==> src/rtl/vic20_loader_pkg.sv <==
// vic20_loader_pkg: constants and types shared by VIC-20 download loaders.
package vic20_loader_pkg;
  localparam logic [15:0] INJ_ADDR [8] = '{16'h002D, 16'h002E, 16'h002F, 16'h0030,
                                           16'h0031, 16'h0032, 16'h00AE, 16'h00AF};
  localparam logic [15:0] RAM_LO_END  = 16'h0400;
  localparam logic [15:0] RAM_HI_BASE = 16'h1000;
  localparam logic [15:0] RAM_HI_END  = 16'h2000;
  localparam logic [15:0] COLOR_BASE  = 16'h9400;
  localparam logic [15:0] COLOR_END   = 16'h9800;
  localparam logic [15:0] KERNAL_BASE = 16'hE000;
  localparam logic [15:0] BASIC_BASE  = 16'hC000;
  localparam logic [15:0] CHAR_BASE   = 16'h8000;
  typedef enum logic [4:0] {INJ_S[32]} inj_state_t;
endpackage

==> src/rtl/vic20_prg_loader_if.sv <==
// vic20_prg_loader_if: data_io download stream in, VIC-20 memory write port out.
interface vic20_prg_loader_if;
  logic ioctl_download, ioctl_wr, crt_no_hdr, mem_wr_int, mem_wr_ext, force_reset, busy;
  logic [7:0] ioctl_index, ioctl_dout, mem_data;
  logic [15:0] ioctl_addr, mem_addr;
  modport master (output ioctl_download, ioctl_index, ioctl_wr, ioctl_addr, ioctl_dout, crt_no_hdr,
                  input mem_addr, mem_data, mem_wr_int, mem_wr_ext, force_reset, busy);
  modport slave (input ioctl_download, ioctl_index, ioctl_wr, ioctl_addr, ioctl_dout, crt_no_hdr,
                 output mem_addr, mem_data, mem_wr_int, mem_wr_ext, force_reset, busy);
endinterface

==> src/rtl/vic20_mem_decode.sv <==
// vic20_mem_decode: ROM image routing and internal/external target classification.
module vic20_mem_decode
  import vic20_loader_pkg::*;
(
  input  logic [15:0] rom_off_i,
  input  logic [15:0] tgt_i,
  output logic [15:0] rom_addr_o,
  output logic        rom_ok_o,
  output logic        is_int_o
);
  always_comb begin
    rom_ok_o = rom_off_i[15:13] inside {3'b010, 3'b011, 3'b100};
    rom_addr_o = rom_off_i[15:13] == 3'b010 ? {KERNAL_BASE[15:13], rom_off_i[12:0]}
               : rom_off_i[15:13] == 3'b011 ? {BASIC_BASE[15:13], rom_off_i[12:0]}
               : {CHAR_BASE[15:12], rom_off_i[11:0]};
    is_int_o = (tgt_i < RAM_LO_END) | (tgt_i >= RAM_HI_BASE & tgt_i < RAM_HI_END)
             | (tgt_i >= COLOR_BASE & tgt_i < COLOR_END);
  end
endmodule

==> src/rtl/vic20_prg_loader.sv <==
// vic20_prg_loader: data_io byte stream to VIC-20 memory writes plus BASIC end-pointer injection.
// `define VIC20_CRT_AUTORESET_EN to request a reset after a cartridge lands at CART_BASE.
module vic20_prg_loader
  import vic20_loader_pkg::*;
#(
  parameter logic [15:0] CART_BASE  = 16'hA000,
  parameter int unsigned INJECT_LEN = 31
) (
  input logic clk_sys,
  input logic reset_n,
  vic20_prg_loader_if.slave bus
);
  localparam logic [4:0] INJ_LAST = 5'(INJECT_LEN);
  inj_state_t inj_q, inj_d;
  logic [15:0] next_addr_q, next_addr_d, mem_addr_q, mem_addr_d, tgt, rom_tgt;
  logic [7:0] mem_data_q, mem_data_d;
  logic wr_int_q, wr_int_d, wr_ext_q, wr_ext_d, busy_q, busy_d, prg_q, dl_q;
  logic rom, prg, wr, hdr, w, fall, abort, inj_wr, inj_last, rom_ok, is_int;
  vic20_mem_decode u_dec (
    .rom_off_i (bus.ioctl_addr),
    .tgt_i     (tgt),
    .rom_addr_o(rom_tgt),
    .rom_ok_o  (rom_ok),
    .is_int_o  (is_int)
  );
  always_comb begin
    rom = bus.ioctl_download & (bus.ioctl_index == 8'd0);
    prg = bus.ioctl_download & (bus.ioctl_index != 8'd0);
    wr = bus.ioctl_download & bus.ioctl_wr;
    hdr = (bus.ioctl_index[4:0] == 5'd1) | ~bus.crt_no_hdr;
    tgt = (!hdr && bus.ioctl_addr == 16'd0) ? CART_BASE : next_addr_q;
    w = prg & wr & (~hdr | (bus.ioctl_addr > 16'd1));
    fall = prg_q & ~prg;
    abort = bus.ioctl_download & ~dl_q & (inj_q != INJ_S0);
    inj_last = inj_q == INJ_LAST;
    inj_wr = inj_q[0] & ~inj_q[4] & ~abort;
    inj_d = abort ? INJ_S0 : fall ? INJ_S1 : (inj_q == INJ_S0 || inj_last) ? INJ_S0
          : inj_state_t'(inj_q + 5'd1);
    next_addr_d = (prg & wr & hdr & (bus.ioctl_addr == 16'd0)) ? {next_addr_q[15:8], bus.ioctl_dout}
                : (prg & wr & hdr & (bus.ioctl_addr == 16'd1)) ? {bus.ioctl_dout, next_addr_q[7:0]}
                : w ? tgt + 16'd1 : next_addr_q;
    wr_int_d = (rom & wr & rom_ok) | (w & is_int) | inj_wr;
    wr_ext_d = w & ~is_int;
    mem_addr_d = inj_wr ? INJ_ADDR[inj_q[3:1]] : rom ? rom_tgt : tgt;
    // no writes land during injection, so next_addr still holds the end pointer
    mem_data_d = !inj_wr ? bus.ioctl_dout : inj_q[1] ? next_addr_q[15:8] : next_addr_q[7:0];
    busy_d = bus.ioctl_download | (inj_d != INJ_S0);
  end
  always_ff @(posedge clk_sys or negedge reset_n)
    if (!reset_n) begin
      inj_q <= INJ_S0;
      {next_addr_q, mem_addr_q, mem_data_q} <= '0;
      {wr_int_q, wr_ext_q, busy_q, prg_q, dl_q} <= '0;
    end else begin
      inj_q <= inj_d;
      {next_addr_q, mem_addr_q, mem_data_q} <= {next_addr_d, mem_addr_d, mem_data_d};
      {wr_int_q, wr_ext_q, busy_q, prg_q, dl_q} <= {wr_int_d, wr_ext_d, busy_d, prg, bus.ioctl_download};
    end
`ifdef VIC20_CRT_AUTORESET_EN
  logic auto_rst_q, auto_rst_d, force_q, force_d;
  always_comb begin
    auto_rst_d = (abort | inj_last) ? 1'b0 : (w && tgt == CART_BASE) ? 1'b1 : auto_rst_q;
    force_d = inj_last & auto_rst_q & ~abort;
  end
  always_ff @(posedge clk_sys or negedge reset_n)
    if (!reset_n) {auto_rst_q, force_q} <= '0;
    else {auto_rst_q, force_q} <= {auto_rst_d, force_d};
  assign bus.force_reset = force_q;
`else
  assign bus.force_reset = 1'b0;
`endif
  assign bus.mem_addr = mem_addr_q;
  assign bus.mem_data = mem_data_q;
  assign bus.mem_wr_int = wr_int_q;
  assign bus.mem_wr_ext = wr_ext_q;
  assign bus.busy = busy_q;
endmodule

==> src/flat_wrapper.sv <==
// flat-port wrapper written by rule: the top's interface ports become plain ports
module vic20_prg_loader_flat import vic20_loader_pkg::*;
#(
  parameter logic [15:0] CART_BASE  = 16'hA000,
  parameter int unsigned INJECT_LEN = 31
)
  (clk_sys, reset_n, bus_ioctl_download, bus_ioctl_index, bus_ioctl_wr, bus_ioctl_addr, bus_ioctl_dout, bus_crt_no_hdr, bus_mem_addr, bus_mem_data, bus_mem_wr_int, bus_mem_wr_ext, bus_force_reset, bus_busy);
  vic20_prg_loader_if bus_i ();
  input logic clk_sys;
  input logic reset_n;
  input wire logic [$bits(bus_i.ioctl_download)-1:0] bus_ioctl_download;
  input wire logic [$bits(bus_i.ioctl_index)-1:0] bus_ioctl_index;
  input wire logic [$bits(bus_i.ioctl_wr)-1:0] bus_ioctl_wr;
  input wire logic [$bits(bus_i.ioctl_addr)-1:0] bus_ioctl_addr;
  input wire logic [$bits(bus_i.ioctl_dout)-1:0] bus_ioctl_dout;
  input wire logic [$bits(bus_i.crt_no_hdr)-1:0] bus_crt_no_hdr;
  output wire logic [$bits(bus_i.mem_addr)-1:0] bus_mem_addr;
  output wire logic [$bits(bus_i.mem_data)-1:0] bus_mem_data;
  output wire logic [$bits(bus_i.mem_wr_int)-1:0] bus_mem_wr_int;
  output wire logic [$bits(bus_i.mem_wr_ext)-1:0] bus_mem_wr_ext;
  output wire logic [$bits(bus_i.force_reset)-1:0] bus_force_reset;
  output wire logic [$bits(bus_i.busy)-1:0] bus_busy;
  assign bus_i.ioctl_download = bus_ioctl_download;
  assign bus_i.ioctl_index = bus_ioctl_index;
  assign bus_i.ioctl_wr = bus_ioctl_wr;
  assign bus_i.ioctl_addr = bus_ioctl_addr;
  assign bus_i.ioctl_dout = bus_ioctl_dout;
  assign bus_i.crt_no_hdr = bus_crt_no_hdr;
  assign bus_mem_addr = bus_i.mem_addr;
  assign bus_mem_data = bus_i.mem_data;
  assign bus_mem_wr_int = bus_i.mem_wr_int;
  assign bus_mem_wr_ext = bus_i.mem_wr_ext;
  assign bus_force_reset = bus_i.force_reset;
  assign bus_busy = bus_i.busy;
  vic20_prg_loader #(.CART_BASE(CART_BASE), .INJECT_LEN(INJECT_LEN)) u_core (.clk_sys(clk_sys), .reset_n(reset_n), .bus(bus_i));
endmodule
==> config.mk <==
export PLATFORM = sky130hd
export DESIGN_NAME = vic20_prg_loader_flat
export DESIGN_NICKNAME = d
export VERILOG_FILES = /design/src/rtl/vic20_loader_pkg.sv /design/src/rtl/vic20_prg_loader_if.sv /design/src/rtl/vic20_mem_decode.sv /design/src/rtl/vic20_prg_loader.sv /design/src/flat_wrapper.sv
export SDC_FILE = /design/constraint.sdc
export NUM_CORES = 1
export LEC_CHECK = 0
export CAP_MARGIN = 20
export CORE_ASPECT_RATIO = 1.1
export CORE_MARGIN = 3
export CORE_UTILIZATION = 51
export DETAILED_ROUTE_END_ITERATION = 7
export MAX_ROUTING_LAYER = met4
export PLACE_DENSITY = 0.85
export SLEW_MARGIN = 0
export SYNTH_ARGS = -nofsm -noshare
export SYNTH_HDL_FRONTEND = slang
export SYNTH_SLANG_ARGS = --single-unit
export TNS_END_PERCENT = 5
==> constraint.sdc <==
create_clock -name clk_sys -period 3.1 [get_ports clk_sys]
set_input_delay 0.31 -clock clk_sys [delete_from_list [all_inputs] [get_ports clk_sys]]
set_output_delay 0.31 -clock clk_sys [all_outputs]
set_load 0.05 [all_outputs]
==> flow_metrics.tcl, run 1 <==
set metrics [dict create \
    antenna_left 0 \
    syn-num-nets 378 \
    grt_pass1_vias 2770 \
    yosys-top-cells-count "dfrtp_1, nand2_1, nand3_1" \
    r2r_setup_slack_ns 0.75 \
    num_antenna_cells 0 \
    cts-root-buf "clkbuf_8" \
    peakVddDrop_mv 0.534 \
    wirelength_um 8960 \
    fill_cells 437 \
    fp.dieH_um 86.0 \
    drv_cap 0 \
    route.detailed.drc 0 \
    grt_first_pass_wirelength_um 14400 \
    grt_max_degree 51 \
    drt-initial-drc-count 360 \
    core_mm2 0.00550 \
    ios 65 \
    yosys.area_share.xor_xnor_pct 0.591 \
    area_growth_pct 28.1 \
    synth_edf_count 0 \
    synth_top_family_by_area "compound AO/OA/AOI/OAI gates" \
    drive_gt1_share_pct 7.12 \
    ys_async_sr_fraction_pct 100 \
    gp_congestion 0.954 \
    clock_latency_ns 0.30 \
    vias 2990 \
    start_util_pct 53.9 \
    netlist_area_mm2 0.00296 \
    power_mw 2.78 \
    leakagePower_nw 1.56 \
    netlist_instances 334 \
    synth_top_area_cell "dfrtp_1" \
    startpoint_type "primary input" \
    skew_ns 0.00599 \
    first_pass_iters 6 \
    clkTransAtPathRegs_ns 0.10 \
    cts_inserted_buffers 5 \
    ys_seq_area_share_pct 42.2 \
    rr_endpoint "u_core.bus.mem_data[5]$_DFF_PN0_" \
    ys_ff_latch 50 \
    via_per_inst 6.39 \
    tritoncts "done" \
    critPathRequiredTime_ns 3.33 \
    gr-total-overflow 0 \
    rsz0062_at_grt "no" \
    fin_hold_ws_ns 0.386 \
    synth_mux_area_share_pct 3.38 \
    post-cts-setup-buffers 0 \
    path_class "in2reg" \
    grt_usage_pct 27.6 \
    status "finished clean" \
    yosysMostFrequentCell "dfrtp_1" \
    cp-end-kind "flip-flop" \
    synth_compound_area_share_pct 22.9 \
    htreeDepth 2 \
    setup_viol 0 \
    worst_slew_margin_rel_pct 41.0 \
    fin_crit_ns 2.68 \
    final_nets 436 \
    hp-class "in2async" \
    tns_ns 0 \
    synthFlopType "dfrtp_1" \
    post-dp-hpwl_um 6530 \
    antenna_found_initial 0 \
    drv_slew 0 \
    seqCellArea_mm2 0.00125 \
    die-area_mm2 0.00676 \
    synth_cell_types 60 \
    rr_startpoint "u_core.inj_q[1]$_DFF_PN0_" \
    post_drt_wl_per_cell_um 19.2 \
    r2r_cells 7 \
    hold_violations 0 \
    worstPathMaxFanout 8 \
    die_w_um 78.7 \
    avgSynthCellArea_um2 8.87 \
    period_share_pct 86.6 \
    multiInputGateArea_mm2 0.00155 \
    cp.arrival_ns 2.91 \
    synth_fa_ha_area_share_pct 2.95 \
    max_freq_mhz 373 \
    cts_buffer_depth 2 \
    clock_sinks 50 \
    ys.warnings.count 0 \
    num_rows 28 \
    synthTopCellsByArea "dfrtp_1, nand2_1, nand3_1, mux2i_1, o21ai_0" \
    portBuffers 63 \
    powerDensity_mw_per_mm2 732 \
    synth_top_area_share_pct 42.2 \
    synth_simple_gate_area_share_pct 22.4 \
    worstMarginPinSlew_ns 0.877 \
]
==> cell families (layout without fill, tap and decap cells) <==
family                     count (synthesis)  count (layout)
other                                      1               1
adders and majority gates                  7               7
AOI/OAI and AO/OA                         98              98
muxes                                     10              10
DFF                                       50              50
and+or+nand+nor                          128             128
xor gates and xnor gates                   2               2
buffers and inverters                     38              97
==> flip-flops by register name, summed over array words and instances, names as in the netlist <==
register,cells
u_core.bus.mem_wr_ext,1
u_core.dl_q,1
u_core.bus.mem_data,8
u_core.next_addr_q,16
u_core.bus.mem_wr_int,1
u_core.inj_q,5
u_core.prg_q,1
u_core.bus.busy,1
u_core.bus.mem_addr,16
==> repair_timing <==
item | 4_1_cts | 5_1_grt
endpoints found under the hold margin | 0 | 7
resized for setup | 0 | 0
hold buffers | 0 | 1
==> power by group <==
part / leakage, nW / switching [mW] / total, mW / internal (mW)
Sequential: 0.609 / 0.165 / 0.995 / 0.830
Combinational: 0.896 / 0.832 / 1.31 / 0.482
Clock: 0.0585 / 0.229 / 0.471 / 0.242
==> worst max-delay path, stage by stage <==
cell and delay (ns):
clkdlybuf4s50_1 0.45, nor4_4 0.37, a21boi_2 0.18, nand3_1 0.16, nand2_1 0.10, inv_1 0.09
ha_1 0.21, nand3_1 0.11, or3_1 0.41, o41a_1 0.35, o22ai_1 0.17
==> cell usage in the layout, fill, tap and decap left out, types with 3 or more instances in the layout <==
cell type	count
o22ai_1	5
nor3_1	7
and3_1	4
ha_1	7
nand4_1	4
nand2b_1	3
a32oi_1	4
o21ai_0	18
dfrtp_1	50
buf_4	11
a31oi_1	11
inv_1	13
nand3_1	23
nor4_1	8
o22a_1	3
clkdlybuf4s50_1	62
nor2_1	21
o31a_1	4
a21boi_0	7
o211ai_1	4
or3_1	4
nor2b_1	3
a21oi_1	17
and4_1	3
nand2_1	37
clkbuf_8	5
mux2i_1	10
a2bb2oi_1	3
==> stage by stage <==
step / cells / cell area [µm²] / worst slack (ns) / utilization (%)
6_report: 468 / 3800 / 0.416 / 69.0
5_1_grt: 468 / 3800 / 0.229 / 69.0
4_1_cts: 466 / 3770 / 0.477 / 68.5
3_5_place_dp: 458 / 3650 / 0.164 / 66.4
3_3_place_gp: 458 / 3650 / 0.285 / 66.4
2_1_floorplan: 334 / 2960 / 0.601 / -
==> worst max path at each step <==
stage                            start                            endpoint  slack (ns)  cells past startpoint
floorplan            bus_ioctl_addr[3]  u_core.next_addr_q[14]$_DFFE_PN0P_        0.60                     13
global placement    bus_ioctl_index[1]  u_core.next_addr_q[14]$_DFFE_PN0P_        0.28                     12
detailed placement  bus_ioctl_index[1]  u_core.next_addr_q[10]$_DFFE_PN0P_        0.16                     11
CTS                 bus_ioctl_index[1]  u_core.next_addr_q[10]$_DFFE_PN0P_        0.48                     11
global route        bus_ioctl_index[1]  u_core.next_addr_q[14]$_DFFE_PN0P_        0.23                     12
finish              bus_ioctl_index[1]  u_core.next_addr_q[10]$_DFFE_PN0P_        0.42                     11
==> routing by layer <==
metal  routed length (µm)  up-vias  track usage (%)  share of wire (%)
li1                     -     1342                -                  -
met1                 3540     1383             36.5                 40
met2                 4160      228             43.3                 46
met3                  984       37             5.25                 11
met4                  272        0             8.11                3.0
met5                    0        -                -                  0
==> layout make-up <==
type                       instances  share of cell area (%)
clock buffer                       5                    1.81
multi-input combinational        246                    40.9
sequential                        50                    33.0
inverter                          13                    1.29
timing repair buffer              76                    19.4
clock inverter                     3                    1.15
tap                               75                    2.47
Power figures use the tool's default switching activity.
==> run 2: changes to the inputs <==
ABC_CLOCK_PERIOD_IN_PS = 3100   (was not set)
CORE_UTILIZATION = 53   (was 51)
CTS_BUF_LIST = sky130_fd_sc_hd__clkbuf_8   (was not set)
PLACE_DENSITY = 0.88   (was 0.85)
==> flow_metrics.tcl, run 2 (synthesis results as in run 1) <==
set metrics [dict create \
    status "finished clean" \
    skew_ns 0.00614 \
    cts_inserted_buffers 5 \
    cts_resized 0 \
    antenna_found_initial 0 \
    fill_cells 419 \
    hold_violations 0 \
    worstMarginPinSlew_ns 0.634 \
    vias 2878 \
    cts_buffer_depth 2 \
    cp.arrival_ns 2.86 \
    final_nets 441 \
    cp_cell_sequence "clkdlybuf4s50_1 > nor4_4 > a21boi_2 > nand3_1 > nand2_1 > inv_1 > ha_1 > nand3_1 > or3_1 > nor3_1 > o31a_1 > o22ai_1" \
    antenna_left 0 \
    clockPowerShare_pct 16.9 \
    powerDensity_mw_per_mm2 722 \
    post_drt_wl_per_cell_um 18.4 \
    fp.dieH_um 84.4 \
    cp-end-kind "flip-flop" \
    via_per_inst 6.12 \
    clkTransAtPathRegs_ns 0.09 \
    core_mm2 0.00520 \
    start_util_pct 57.0 \
    max_stage_delay_ns 0.46 \
    final_util_pct 73.6 \
    instances_no_fill 470 \
    cp_num_buf_inv 2 \
    ios 65 \
    critPathRequiredTime_ns 3.29 \
    gr-total-overflow 0 \
    comb_power_share_pct 47.2 \
    mostFrequentLayoutCells "clkdlybuf4s50_1, dfrtp_1, nand2_1, nand3_1, nor2_1" \
    period_share_pct 86.1 \
    crit_path_top_delay_cell "clkdlybuf4s50_1" \
    startpoint_type "primary input" \
    cpMostUsedCell "nand3_1" \
    die-area_mm2 0.00653 \
    max_freq_mhz 375 \
    htreeDepth 2 \
    cts-root-buf "clkbuf_8" \
    die_w_um 77.3 \
    setup_viol 0 \
    first_pass_iters 4 \
    clock_latency_ns 0.30 \
    hp-class "in2async" \
    area_growth_pct 29.2 \
    worst_slew_margin_rel_pct 57.8 \
    grt_first_pass_wirelength_um 14500 \
    drt-initial-drc-count 297 \
    worst_slack_ns 0.431 \
    p_switching_mw 1.21 \
    tns_ns 0 \
    path_class "in2reg" \
    place_inst 460 \
    drv_cap 0 \
    place_ws_ns 0.144 \
    num_antenna_cells 0 \
    crit_family "simple AND/OR/NAND/NOR gates" \
    clock_sinks 50 \
    leakagePower_nw 1.59 \
    layout_commonest_cell "clkdlybuf4s50_1" \
    grt_pass1_vias 2898 \
    num_rows 27 \
    seqPwrFrac_pct 35.9 \
    tritoncts "done" \
    route.detailed.drc 0 \
    portBuffers 63 \
    rsz0062_at_grt "no" \
    worstPathMaxFanout 8 \
    drv_slew 0 \
    gp_congestion 1.03 \
    grt_max_degree 51 \
    intPower_mw 1.55 \
    multiInputGateArea_mm2 0.00155 \
    wirelength_um 8670 \
    post-cts-setup-buffers 0 \
    fin_crit_ns 2.67 \
    p_sw_share_pct 43.8 \
    drive_gt1_share_pct 8.29 \
    post-dp-hpwl_um 6440 \
    seqCellArea_mm2 0.00125 \
    grt_usage_pct 28.5 \
    peakVddDrop_mv 0.390 \
]
run 2: cell types whose count changed in the layout (fill, tap and decap cells not counted):
cell   before  now
buf_4      11   16
run 2: stage by stage:
stage / instance area (µm²) / hold WS [ns] / power, mW
floorplan: 2960 / 0.0144 / 1.85
global placement: 3690 / 0.566 / 2.27
detailed placement: 3690 / 0.585 / 2.30
CTS: 3800 / 0.259 / 2.77
global route: 3830 / 0.394 / 2.92
finish: 3830 / 0.389 / 2.77
run 2: metal layers:
layer | track usage (%) | up-vias | routed length (µm)
li1 | - | 1355 | -
met5 | - | - | 0
met2 | 45.5 | 149 | 4100
met4 | 11.0 | 0 | 282
met3 | 5.26 | 33 | 692
met1 | 36.1 | 1341 | 3600
run 2: layout make-up:
cell class | instances | share of cell area (%)
Clock buffer | 5 | 1.80
Tap cell | 72 | 2.35
Inverter | 13 | 1.27
Timing Repair Buffer | 81 | 20.3
Clock inverter | 3 | 1.14
Sequential cell | 50 | 32.7
Multi-Input combinational cell | 246 | 40.5
run 2: final timing paths:
path	startpoint	to	slack (ns)	cells after the start
max	bus_ioctl_index[1]	u_core.next_addr_q[14]$_DFFE_PN0P_	0.43	12
min	reset_n	u_core.next_addr_q[0]$_DFFE_PN0P_	0.39	2
max reg2reg	u_core.inj_q[1]$_DFF_PN0_	u_core.bus.mem_addr[3]$_DFF_PN0_	0.69	8
min reg2reg	u_core.prg_q$_DFF_PN0_	u_core.inj_q[0]$_DFF_PN0_	0.62	2
max in group asynchronous	reset_n	u_core.bus.mem_data[0]$_DFF_PN0_	2.23	3
min in group clk_sys	bus_ioctl_addr[6]	u_core.bus.mem_addr[6]$_DFF_PN0_	0.59	3
run 2: power groups by stage:
| stage | sequential, mW | combinational, mW | clock [mW] |
|---|---|---|---|
| after global placement | 0.993 | 1.28 | 0 |
| after detailed placement | 1.00 | 1.30 | 0 |
| after floorplan | 1.39 | 0.467 | 0 |
| after CTS | 0.988 | 1.31 | 0.473 |
| after global routing | 1.02 | 1.40 | 0.504 |
| final | 0.992 | 1.31 | 0.467 |
run 2: timing repair:
| item | CTS | global route |
|---|---|---|
| endpoints found under the setup margin | 0 | 0 |
| hold endpoints to repair | 0 | 8 |
| hold buffers | 0 | 1 |
